`src/rtl/calc_arbiter_pkg.sv`:
```
// Shared types for the calculator arbiter: operand/result widths, mode codes,
// FSM state encoding and the latched-operand record.
package calc_pkg;
  localparam int OPW  = 4;
  localparam int RESW = 8;

  localparam logic [1:0] MODE_ADD = 2'b00;
  localparam logic [1:0] MODE_SUB = 2'b01;
  localparam logic [1:0] MODE_MUL = 2'b10;
  localparam logic [1:0] MODE_DIV = 2'b11;

  typedef enum logic [1:0] {
    IDLE  = 2'd0,
    ISSUE = 2'd1,
    RESP  = 2'd2
  } calc_arb_state_t;

  typedef struct packed {
    logic [OPW-1:0] a;
    logic [OPW-1:0] b;
    logic           sign_a;
    logic           sign_b;
    logic [1:0]     mode;
  } calc_op_t;
endpackage

```
`src/rtl/calc_arbiter_if.sv`:
```
// Two-requester request/response bundle; master = requester side, slave = arbiter.
interface calc_arbiter_if;
  logic [1:0] req_valid;
  logic [1:0] req_ready;
  logic [7:0] req_a;
  logic [7:0] req_b;
  logic [1:0] req_sign_a;
  logic [1:0] req_sign_b;
  logic [3:0] req_mode;
  logic [1:0] rsp_valid;
  logic [1:0] rsp_ready;
  logic [7:0] rsp_result;
  logic       rsp_sign;
  logic       rsp_err;

  modport master (
    output req_valid, req_a, req_b, req_sign_a, req_sign_b, req_mode, rsp_ready,
    input  req_ready, rsp_valid, rsp_result, rsp_sign, rsp_err
  );
  modport slave (
    input  req_valid, req_a, req_b, req_sign_a, req_sign_b, req_mode, rsp_ready,
    output req_ready, rsp_valid, rsp_result, rsp_sign, rsp_err
  );
endinterface

```
`src/rtl/calc_arbiter_rr_arbiter2.sv`:
```
// Two-way round-robin grant: a lone requester wins, contention goes to the
// requester that did not win last time.
module rr_arbiter2 (
    input  logic [1:0] req,
    input  logic       last_grant,
    output logic [1:0] gnt
);
    always_comb begin
        gnt = 2'b00;
        case (req)
            2'b01:   gnt = 2'b01;
            2'b10:   gnt = 2'b10;
            2'b11:   gnt = last_grant ? 2'b01 : 2'b10;
            default: gnt = 2'b00;
        endcase
    end
endmodule

```
`src/rtl/calc_arbiter.sv`:
```
// Shares one combinational calculator between two requesters.
// Optional CALC_ARB_DIVZERO_EN traps divide-by-zero at acceptance.
module calc_arbiter
    import calc_pkg::*;
#(
    parameter int SETTLE_CYCLES = 1
) (
    input  logic            clk,
    input  logic            rst_n,
    calc_arbiter_if.slave   bus,
    output logic [OPW-1:0]  calc_a,
    output logic [OPW-1:0]  calc_b,
    output logic            calc_sign_a,
    output logic            calc_sign_b,
    output logic [1:0]      calc_mode,
    input  logic [RESW-1:0] calc_result,
    input  logic            calc_result_sign
);
    localparam logic [3:0] SETTLE_LD = 4'(SETTLE_CYCLES);

    calc_arb_state_t state, nxt;
    logic [1:0]      gnt;
    logic            g_idx, accept, div0;
    logic            last_grant, owner;
    logic [3:0]      cnt;
    calc_op_t        op_q, req_op;
    logic [RESW-1:0] res_q;
    logic            sgn_q;

    rr_arbiter2 u_rr (.req(bus.req_valid), .last_grant(last_grant), .gnt(gnt));

    assign g_idx  = gnt[1];
    assign accept = (state == IDLE) && (|gnt);

    always_comb begin
        req_op        = '0;
        req_op.a      = g_idx ? bus.req_a[7:4] : bus.req_a[3:0];
        req_op.b      = g_idx ? bus.req_b[7:4] : bus.req_b[3:0];
        req_op.sign_a = bus.req_sign_a[g_idx];
        req_op.sign_b = bus.req_sign_b[g_idx];
        req_op.mode   = g_idx ? bus.req_mode[3:2] : bus.req_mode[1:0];
    end

`ifdef CALC_ARB_DIVZERO_EN
    logic err_q;
    assign div0 = (req_op.mode == MODE_DIV) && (req_op.b == '0);

    always_ff @(posedge clk or negedge rst_n)
        if (!rst_n)      err_q <= 1'b0;
        else if (accept) err_q <= div0;

    assign bus.rsp_err = err_q;
`else
    assign div0        = 1'b0;
    assign bus.rsp_err = 1'b0;
`endif

    always_ff @(posedge clk or negedge rst_n)
        if (!rst_n) state <= IDLE;
        else        state <= nxt;

    always_comb begin
        nxt = state;
        case (state)
            IDLE:    if (accept) nxt = div0 ? RESP : ISSUE;
            ISSUE:   if (cnt == '0) nxt = RESP;
            RESP:    if (bus.rsp_ready[owner]) nxt = IDLE;
            default: nxt = IDLE;
        endcase
    end

    // Counter counts SETTLE_CYCLES down to 0 before the capture cycle, so the
    // operands sit on the calculator for SETTLE_CYCLES+1 cycles before sampling.
    always_ff @(posedge clk or negedge rst_n)
        if (!rst_n) begin
            op_q       <= '0;
            owner      <= 1'b0;
            last_grant <= 1'b1;
            cnt        <= '0;
            res_q      <= '0;
            sgn_q      <= 1'b0;
        end else if (accept) begin
            op_q       <= req_op;
            owner      <= g_idx;
            last_grant <= g_idx;
            cnt        <= SETTLE_LD;
            if (div0) begin
                res_q <= '0;
                sgn_q <= 1'b0;
            end
        end else if (state == ISSUE) begin
            if (cnt == '0) begin
                res_q <= calc_result;
                sgn_q <= calc_result_sign & (|calc_result);
            end else begin
                cnt <= cnt - 4'd1;
            end
        end

    // rst_n gating keeps req_ready at 0 while reset is held even if requests are pending.
    assign bus.req_ready  = (rst_n && state == IDLE) ? gnt : 2'b00;
    assign bus.rsp_valid  = (state == RESP) ? (owner ? 2'b10 : 2'b01) : 2'b00;
    assign bus.rsp_result = res_q;
    assign bus.rsp_sign   = sgn_q;

    assign calc_a      = op_q.a;
    assign calc_b      = op_q.b;
    assign calc_sign_a = op_q.sign_a;
    assign calc_sign_b = op_q.sign_b;
    assign calc_mode   = op_q.mode;
endmodule
```
`src/flat_wrapper.sv`:
```
// flat-port wrapper written by rule: the top's interface ports become plain ports
module calc_arbiter_flat import calc_pkg::*;
#(
    parameter int SETTLE_CYCLES = 1
)
  (clk, rst_n, calc_a, calc_b, calc_sign_a, calc_sign_b, calc_mode, calc_result, calc_result_sign, bus_req_valid, bus_req_a, bus_req_b, bus_req_sign_a, bus_req_sign_b, bus_req_mode, bus_rsp_ready, bus_req_ready, bus_rsp_valid, bus_rsp_result, bus_rsp_sign, bus_rsp_err);
  calc_arbiter_if bus_i ();
  input  logic clk;
  input  logic rst_n;
  output logic [OPW-1:0] calc_a;
  output logic [OPW-1:0] calc_b;
  output logic calc_sign_a;
  output logic calc_sign_b;
  output logic [1:0] calc_mode;
  input  logic [RESW-1:0] calc_result;
  input  logic calc_result_sign;
  input wire logic [$bits(bus_i.req_valid)-1:0] bus_req_valid;
  input wire logic [$bits(bus_i.req_a)-1:0] bus_req_a;
  input wire logic [$bits(bus_i.req_b)-1:0] bus_req_b;
  input wire logic [$bits(bus_i.req_sign_a)-1:0] bus_req_sign_a;
  input wire logic [$bits(bus_i.req_sign_b)-1:0] bus_req_sign_b;
  input wire logic [$bits(bus_i.req_mode)-1:0] bus_req_mode;
  input wire logic [$bits(bus_i.rsp_ready)-1:0] bus_rsp_ready;
  output wire logic [$bits(bus_i.req_ready)-1:0] bus_req_ready;
  output wire logic [$bits(bus_i.rsp_valid)-1:0] bus_rsp_valid;
  output wire logic [$bits(bus_i.rsp_result)-1:0] bus_rsp_result;
  output wire logic [$bits(bus_i.rsp_sign)-1:0] bus_rsp_sign;
  output wire logic [$bits(bus_i.rsp_err)-1:0] bus_rsp_err;
  assign bus_i.req_valid = bus_req_valid;
  assign bus_i.req_a = bus_req_a;
  assign bus_i.req_b = bus_req_b;
  assign bus_i.req_sign_a = bus_req_sign_a;
  assign bus_i.req_sign_b = bus_req_sign_b;
  assign bus_i.req_mode = bus_req_mode;
  assign bus_i.rsp_ready = bus_rsp_ready;
  assign bus_req_ready = bus_i.req_ready;
  assign bus_rsp_valid = bus_i.rsp_valid;
  assign bus_rsp_result = bus_i.rsp_result;
  assign bus_rsp_sign = bus_i.rsp_sign;
  assign bus_rsp_err = bus_i.rsp_err;
  calc_arbiter #(.SETTLE_CYCLES(SETTLE_CYCLES)) u_core (.clk(clk), .rst_n(rst_n), .bus(bus_i), .calc_a(calc_a), .calc_b(calc_b), .calc_sign_a(calc_sign_a), .calc_sign_b(calc_sign_b), .calc_mode(calc_mode), .calc_result(calc_result), .calc_result_sign(calc_result_sign));
endmodule
```
`config.mk`:
```
export PLATFORM = sky130hd
export DESIGN_NAME = calc_arbiter_flat
export DESIGN_NICKNAME = d
export VERILOG_FILES = /design/src/rtl/calc_arbiter_pkg.sv /design/src/rtl/calc_arbiter_if.sv /design/src/rtl/calc_arbiter_rr_arbiter2.sv /design/src/rtl/calc_arbiter.sv /design/src/flat_wrapper.sv
export SDC_FILE = /design/constraint.sdc
export NUM_CORES = 1
export LEC_CHECK = 0
export BUFFER_PORTS_ARGS = -buffer_cell sky130_fd_sc_hd__buf_2
export CAP_MARGIN = 20
export CORE_UTILIZATION = 50
export CTS_CLUSTER_DIAMETER = 120
export DETAILED_ROUTE_END_ITERATION = 12
export GPL_TIMING_DRIVEN = 0
export PLACE_DENSITY = 0.85
export SETUP_SLACK_MARGIN = 0.05
export SLEW_MARGIN = 5
export SYNTH_ARGS = -nofsm -noshare
export SYNTH_HDL_FRONTEND = slang
export SYNTH_SLANG_ARGS = --single-unit
```
`constraint.sdc`:
```
create_clock -name clk -period 2.8 [get_ports clk]
set_input_delay 0.14 -clock clk [delete_from_list [all_inputs] [get_ports clk]]
set_output_delay 0.14 -clock clk [all_outputs]
set_load 0.03 [all_outputs]
```
==> flow_metrics.py, run 1 <==
metrics = {
    "synth": {
        "synth_nets": 177,
        "yosysSeqAreaShare_pct": 51.0,
        "synth_top_family_by_area": "compound AO/OA/AOI/OAI gates",
        "async_flop_share_pct": 100,
        "synth_compound_area_share_pct": 20.2,
        "synth_cell_type_count": 35,
        "yosysWarnings": 0,
        "ys.flop_type": "dfrtp_1",
        "syn_area_mm2": 0.00143,
        "muxShareOfSynthArea_pct": 10.1,
        "synth_edf_count": 0,
        "syn_avg_cell_area_um2": 10.5,
        "yosys.area_share.adder_pct": 1.76,
        "synth_simple_gate_area_share_pct": 12.9,
        "ys_ff_latch": 29,
        "synth-xor-area-share_pct": 0,
        "synthesis.instances": 136,
    },
    "layout": {
        "drive_gt1_share_pct": 44.7,
        "synthToLayoutAreaGrowth_pct": 29.0,
        "layout_commonest_cell": "buf_2",
        "antennaDiodeCount": 0,
        "nNetsFinal": 247,
        "mostFrequentLayoutCells": "65 x buf_2, 28 x dfrtp_1, 16 x o21ai_0, 14 x nor2_1",
    },
    "power": {
        "vdd_drop_max_uv": 796,
        "pwr-share-seq_pct": 35.4,
        "clkPwrFrac_pct": 11.7,
        "switching_share_pct": 46.1,
        "static-leakage-power_uw": 0.000918,
        "p_switching_uw": 999,
        "internal-power_uw": 1170,
        "power.share.combinational_pct": 52.9,
        "power_density_mw_per_mm2": 1180,
    },
    "setup_path": {
        "cp_top_family": "flip-flops",
        "cp_max_fo": 10,
        "slowest_delay_ps": 570,
        "path_class": "flip-flop to output port",
        "crit_arrival_ps": 1750,
        "slowest_stage": "dfstp_2",
        "timing.critical_path.cells": "nand2b_1 -> buf_2 -> and4_1 -> buf_2",
        "endpoint_kind": "output port",
        "required_ps": 2660,
        "critPathBufInv": 2,
        "start_kind": "flip-flop",
        "crit_top_cell": "buf_2",
    },
    "timing": {
        "setup_violations": 0,
        "fin_crit_sh_pct": 67.4,
        "clock.fmax_mhz": 530,
        "slew_violations": 0,
        "finalWorstPathRequiredPeriod_ps": 1890,
        "fin_tns_setup_ps": 0,
        "rsz0062_at_grt": "no",
        "worst_pin_slew_ps": 649,
        "relSlewSlack_pct": 56.7,
        "whs_ps": 52.9,
        "finalHoldViolCount": 0,
        "clock_skew_ps": 6.25,
    },
    "flow_run": {
        "drv_cap": 0,
    },
    "placed_design": {
        "portBuffers": 62,
        "place_hpwl_mm": 2.61,
        "gp_congestion": 0.735,
    },
    "detailed_routing": {
        "routed_via_density": 5.70,
        "wire_per_inst_um": 14.7,
        "routed-via-count": 1346,
        "ant_nets": 0,
        "drt_wl_total_mm": 3.47,
        "drcViolationCount": 0,
        "drt-initial-drc-count": 46,
        "first_pass_iters": 5,
    },
    "floorplanning": {
        "coreArea_mm2": 0.00259,
        "dieArea_mm2": 0.00307,
        "rows": 18,
        "chipHeight_um": 55.4,
        "io-pin-count": 65,
        "start_util_pct": 55.0,
        "die_w_um": 55.4,
    },
    "global_routing": {
        "grt_overflow": 0,
        "grt_pass1_wl_mm": 5.78,
        "grt_pass1_vias": 1321,
        "antenna_found_initial": 0,
        "grt_max_degree": 32,
        "grt_usage_pct": 24.2,
    },
    "cts": {
        "clk_latency_ps": 320,
        "clock-root-buffer": "clkbuf_4",
        "cts.htree.levels": 2,
        "clockBufferDepth": 2,
        "cts_buffers": 5,
        "clkSlewWorstSetupHoldPaths_ps": 90,
        "cts_tree": "done",
        "clock-sinks": 29,
        "ctsResizeCount": 0,
    },
    "run_status": {
        "status": "completed",
    },
    "min_path": {
        "worstHoldPathType": "input port to flip-flop",
    },
}
==> per-stage QoR <==
| step | power, uW | std cells | worst slack, ps | utilization [%] | area [um2] |
|---|---|---|---|---|---|
| after floorplan | 1570 | 136 | 1390 | - | 1430 |
| after global placement | 1850 | 228 | 1320 | 68.5 | 1770 |
| after detailed placement | 1910 | 228 | 1250 | 68.5 | 1770 |
| after CTS | 2170 | 236 | 921 | 71.0 | 1840 |
| after global routing | 2310 | 236 | 828 | 71.0 | 1840 |
| final | 2170 | 236 | 913 | 71.0 | 1840 |
==> worst reg2reg max path, delay by kind of cell, from the launching register on <==
kind                     cells  cell delay (ps)
adder cells (fa/ha/maj)      1              170
buffers and inverters        1              110
flip-flops                   1              380
multiplexers                 1              320
AND/OR/NAND/NOR              2              470
==> Yosys cell counts (2+ instances only) <==
library cell	number	area (um2)
clkbuf_1	3	11.3
a21oi_1	12	60.1
nand3_1	2	10.0
o21ai_0	16	80.1
nand2b_1	4	25.0
nor2_1	14	52.6
ha_1	2	25.0
mux2_2	11	124
o21ai_1	3	15.0
mux2i_1	2	20.0
buf_4	2	15.0
dfrtp_1	28	701
buf_2	3	15.0
inv_1	2	7.51
o31ai_1	12	90.1
==> flip-flops by register name, indices dropped and copies added, names as in the netlist <==
register	cells
u_core.calc_b	4
u_core.bus.rsp_result	8
u_core.cnt	4
u_core.last_grant	1
u_core.owner	1
u_core.calc_mode	2
u_core.bus.rsp_sign	1
u_core.calc_a	4
u_core.calc_sign_b	1
u_core.state	2
u_core.calc_sign_a	1
==> power groups by stage <==
stage | combinational (uW) | clock, uW | sequential (uW)
after floorplan | 522 | 0 | 1050
after global placement | 1100 | 0 | 754
after detailed placement | 1150 | 0 | 767
after CTS | 1150 | 255 | 763
after global routing | 1240 | 277 | 791
final | 1150 | 253 | 766
==> routing by layer <==
| layer | share of wire (%) | up-vias | global-route usage, % |
|---|---|---|---|
| met5 | 0 | - | 0 |
| met4 | 2.3 | 0 | 8.57 |
| met3 | 6.8 | 10 | 7.26 |
| met2 | 50 | 66 | 41.5 |
| met1 | 41 | 637 | 28.8 |
| li1 | - | 633 | - |
==> final cells by class <==
class / instances / area [um2]
Buffer: 9 / 46.3
Fill cell: 202 / 752
Timing Repair Buffer: 63 / 320
Clock buffer: 7 / 55.1
Multi-Input combinational cell: 96 / 644
Inverter: 2 / 7.51
Sequential cell: 29 / 727
Tap cell: 30 / 37.5
==> logic make-up (layout without fill, tap and decap cells) <==
family	after synthesis	in the layout
other	1	1
adder cells (fa/ha/maj)	2	2
AO/OA/AOI/OAI	47	47
AND/OR/NAND/NOR	33	33
buffers and inverters	11	81
multiplexers	13	13
flip-flops	29	29
==> repair_timing <==
item                      CTS  global route
hold buffers                1             0
hold endpoints to repair   28             0
buffers inserted            0             0
==> path summary, 6_finish.rpt <==
path / slack (ps) / start / cells past startpoint / endpoint
max: 910 / u_core.last_grant / 4 / bus_req_ready[0]
max in group asynchronous: 2000 / rst_n / 2 / u_core.calc_a[3]
min reg2reg: 510 / u_core.bus.rsp_result[6] / 1 / u_core.bus.rsp_result[6]
min: 50 / bus_rsp_ready[0] / 2 / u_core.state[1]
max reg2reg: 1240 / u_core.cnt[0] / 5 / u_core.bus.rsp_result[7]
min in group asynchronous: 370 / rst_n / 2 / u_core.bus.rsp_result[3]
No activity file was read; power rests on OpenSTA's default activity.
==> run 2, diff against run 1 <==
--- a/config.mk
+++ b/config.mk
@@ -7,11 +7,11 @@
 export LEC_CHECK = 0
 export BUFFER_PORTS_ARGS = -buffer_cell sky130_fd_sc_hd__buf_2
 export CAP_MARGIN = 20
-export CORE_UTILIZATION = 50
+export CORE_UTILIZATION = 42
 export CTS_CLUSTER_DIAMETER = 120
 export DETAILED_ROUTE_END_ITERATION = 12
 export GPL_TIMING_DRIVEN = 0
-export PLACE_DENSITY = 0.85
+export PLACE_DENSITY = 0.76
 export SETUP_SLACK_MARGIN = 0.05
 export SLEW_MARGIN = 5
 export SYNTH_ARGS = -nofsm -noshare
==> constraint.sdc (replaced) <==
create_clock -name clk -period 1.7 [get_ports clk]
set_input_delay 0.085 -clock clk [delete_from_list [all_inputs] [get_ports clk]]
set_output_delay 0.085 -clock clk [all_outputs]
set_load 0.03 [all_outputs]
==> flow_metrics.py, run 2 (synthesis gave the netlist of run 1 again) <==
metrics = {
    "cts": {
        "cts.htree.levels": 2,
        "cts_buffers": 5,
        "cts_tree": "done",
        "clockBufferDepth": 2,
        "clock-root-buffer": "clkbuf_4",
        "clkSlewWorstSetupHoldPaths_ps": 90,
        "clk_latency_ps": 330,
        "clock-sinks": 29,
    },
    "min_path": {
        "worstHoldEndpoint": "u_core.bus.rsp_sign",
        "worstHoldPathType": "input port to flip-flop",
        "worstHoldStart": "calc_result_sign",
        "holdPathStages": 3,
    },
    "layout": {
        "synthToLayoutAreaGrowth_pct": 43.3,
        "nNetsFinal": 260,
        "mostFrequentLayoutCells": "63 x buf_2, 28 x dfrtp_1, 16 x o21ai_0, 14 x nor2_1",
        "antennaDiodeCount": 0,
        "drive_gt1_share_pct": 45.5,
        "largest_reg_flops": 8,
        "layout_commonest_cell": "buf_2",
        "fin_cells": 264,
    },
    "setup_path": {
        "required_ps": 1620,
        "path_class": "flip-flop to output port",
        "start_kind": "flip-flop",
        "r2r-start": "u_core.cnt[0]",
        "r2r_setup_slack_ps": 180,
        "endpoint_kind": "output port",
        "crit_arrival_ps": 1500,
        "r2r-end": "u_core.bus.rsp_result[1]",
        "cp_max_fo": 5,
        "worstRegToRegCells": 5,
    },
    "power": {
        "power_uw": 3800,
        "vdd_drop_max_uv": 1010,
        "power_density_mw_per_mm2": 1860,
        "static-leakage-power_uw": 0.00101,
    },
    "global_routing": {
        "grt_usage_pct": 23.1,
        "grt_pass1_wl_mm": 6.01,
        "grt_pass1_vias": 1328,
        "grt_overflow": 0,
        "grt_max_degree": 29,
        "antenna_found_initial": 0,
    },
    "timing": {
        "whs_ps": 20.8,
        "clock_skew_ps": 17.5,
        "rsz0062_at_grt": "no",
        "clock.fmax_mhz": 633,
        "finalWorstPathRequiredPeriod_ps": 1580,
        "finalHoldViolCount": 0,
        "fin_tns_setup_ps": 0,
        "fin_crit_sh_pct": 93.0,
        "slew_violations": 0,
        "setup_violations": 0,
    },
    "floorplanning": {
        "chipHeight_um": 60.3,
        "die_w_um": 60.3,
        "coreArea_mm2": 0.00313,
        "io-pin-count": 65,
        "rows": 20,
        "dieArea_mm2": 0.00363,
        "start_util_pct": 45.6,
    },
    "detailed_routing": {
        "drt-initial-drc-count": 27,
        "ant_nets": 0,
        "first_pass_iters": 5,
        "drcViolationCount": 0,
        "routed-via-count": 1341,
        "drt_wl_total_mm": 3.62,
        "wire_per_inst_um": 13.7,
        "routed_via_density": 5.08,
    },
    "placed_design": {
        "portBuffers": 62,
        "dp.cells": 242,
        "place_hpwl_mm": 2.40,
        "gp_congestion": 0.737,
    },
    "run_status": {
        "status": "completed",
    },
    "flow_run": {
        "drv_cap": 0,
    },
}
## run 2: cell types whose count changed in the layout (fill, tap and decap cells not counted), sizes merged
cell         change
buf              +6
bufinv           +1
clkbuf           -1
clkinv           +1
dlygate4sd3      +7
## run 2: worst max-delay path, cell delays in order (launching register included)
cell	delay [ps]
dfstp_2	580
nand2b_4	140
buf_6	110
and4_1	210
buf_6	140
## run 2: through the flow
stage | util (%) | worst slack, ps | instance area (um2)
2_1_floorplan | - | 291 | 1430
3_3_place_gp | 57.2 | 190 | 1790
3_5_place_dp | 57.2 | 147 | 1790
4_1_cts | 63.5 | 57.8 | 1990
5_1_grt | 65.3 | 47.1 | 2040
6_report | 65.3 | 120 | 2040
## run 2: how the worst max path moves through the flow
stage                            from  cells after the start  slack [ps]                       end
finish              u_core.last_grant                      4         120          bus_req_ready[0]
global route        u_core.last_grant                      4          50          bus_req_ready[0]
CTS                 u_core.last_grant                      4          60          bus_req_ready[0]
detailed placement      u_core.cnt[0]                      5         150  u_core.bus.rsp_result[6]
global placement        u_core.cnt[0]                      5         190  u_core.bus.rsp_result[7]
floorplan               u_core.cnt[0]                      5         290             u_core.cnt[3]
## run 2: power breakdown
part	switching [uW]	leakage [uW]	total, uW	internal, uW
Combinational	1210	0.000615	1990	783
Clock	243	0.0000422	551	308
Sequential	218	0.000351	1260	1040
Total	1670	0.00101	3800	2130
## run 2: cell type report
type | instances | area (um2)
clock inverter | 2 | 35.0
tap | 44 | 55.1
multi-input combinational | 96 | 666
inverter | 2 | 7.51
buffer | 9 | 56.3
sequential | 29 | 727
clock buffer | 6 | 41.3
fill | 264 | 1090
timing repair buffer | 76 | 454
## run 2: layer usage
metal	wire length, um	global-route usage [%]	part of all wire, %	up-vias
met5	0	0	0	-
met4	63	8.31	1.7	0
met3	233	8.44	6.4	7
met2	1810	37.4	50	49
met1	1510	28.0	42	630
li1	-	-	-	655
## run 2: what timing repair did
action                     4_1_cts  5_1_grt
pin swaps                        0        1
gates resized for setup          5        4
hold buffers                     9        0
hold endpoints to repair        35        0
buffers inserted                 0        5
setup endpoints to repair        1       10
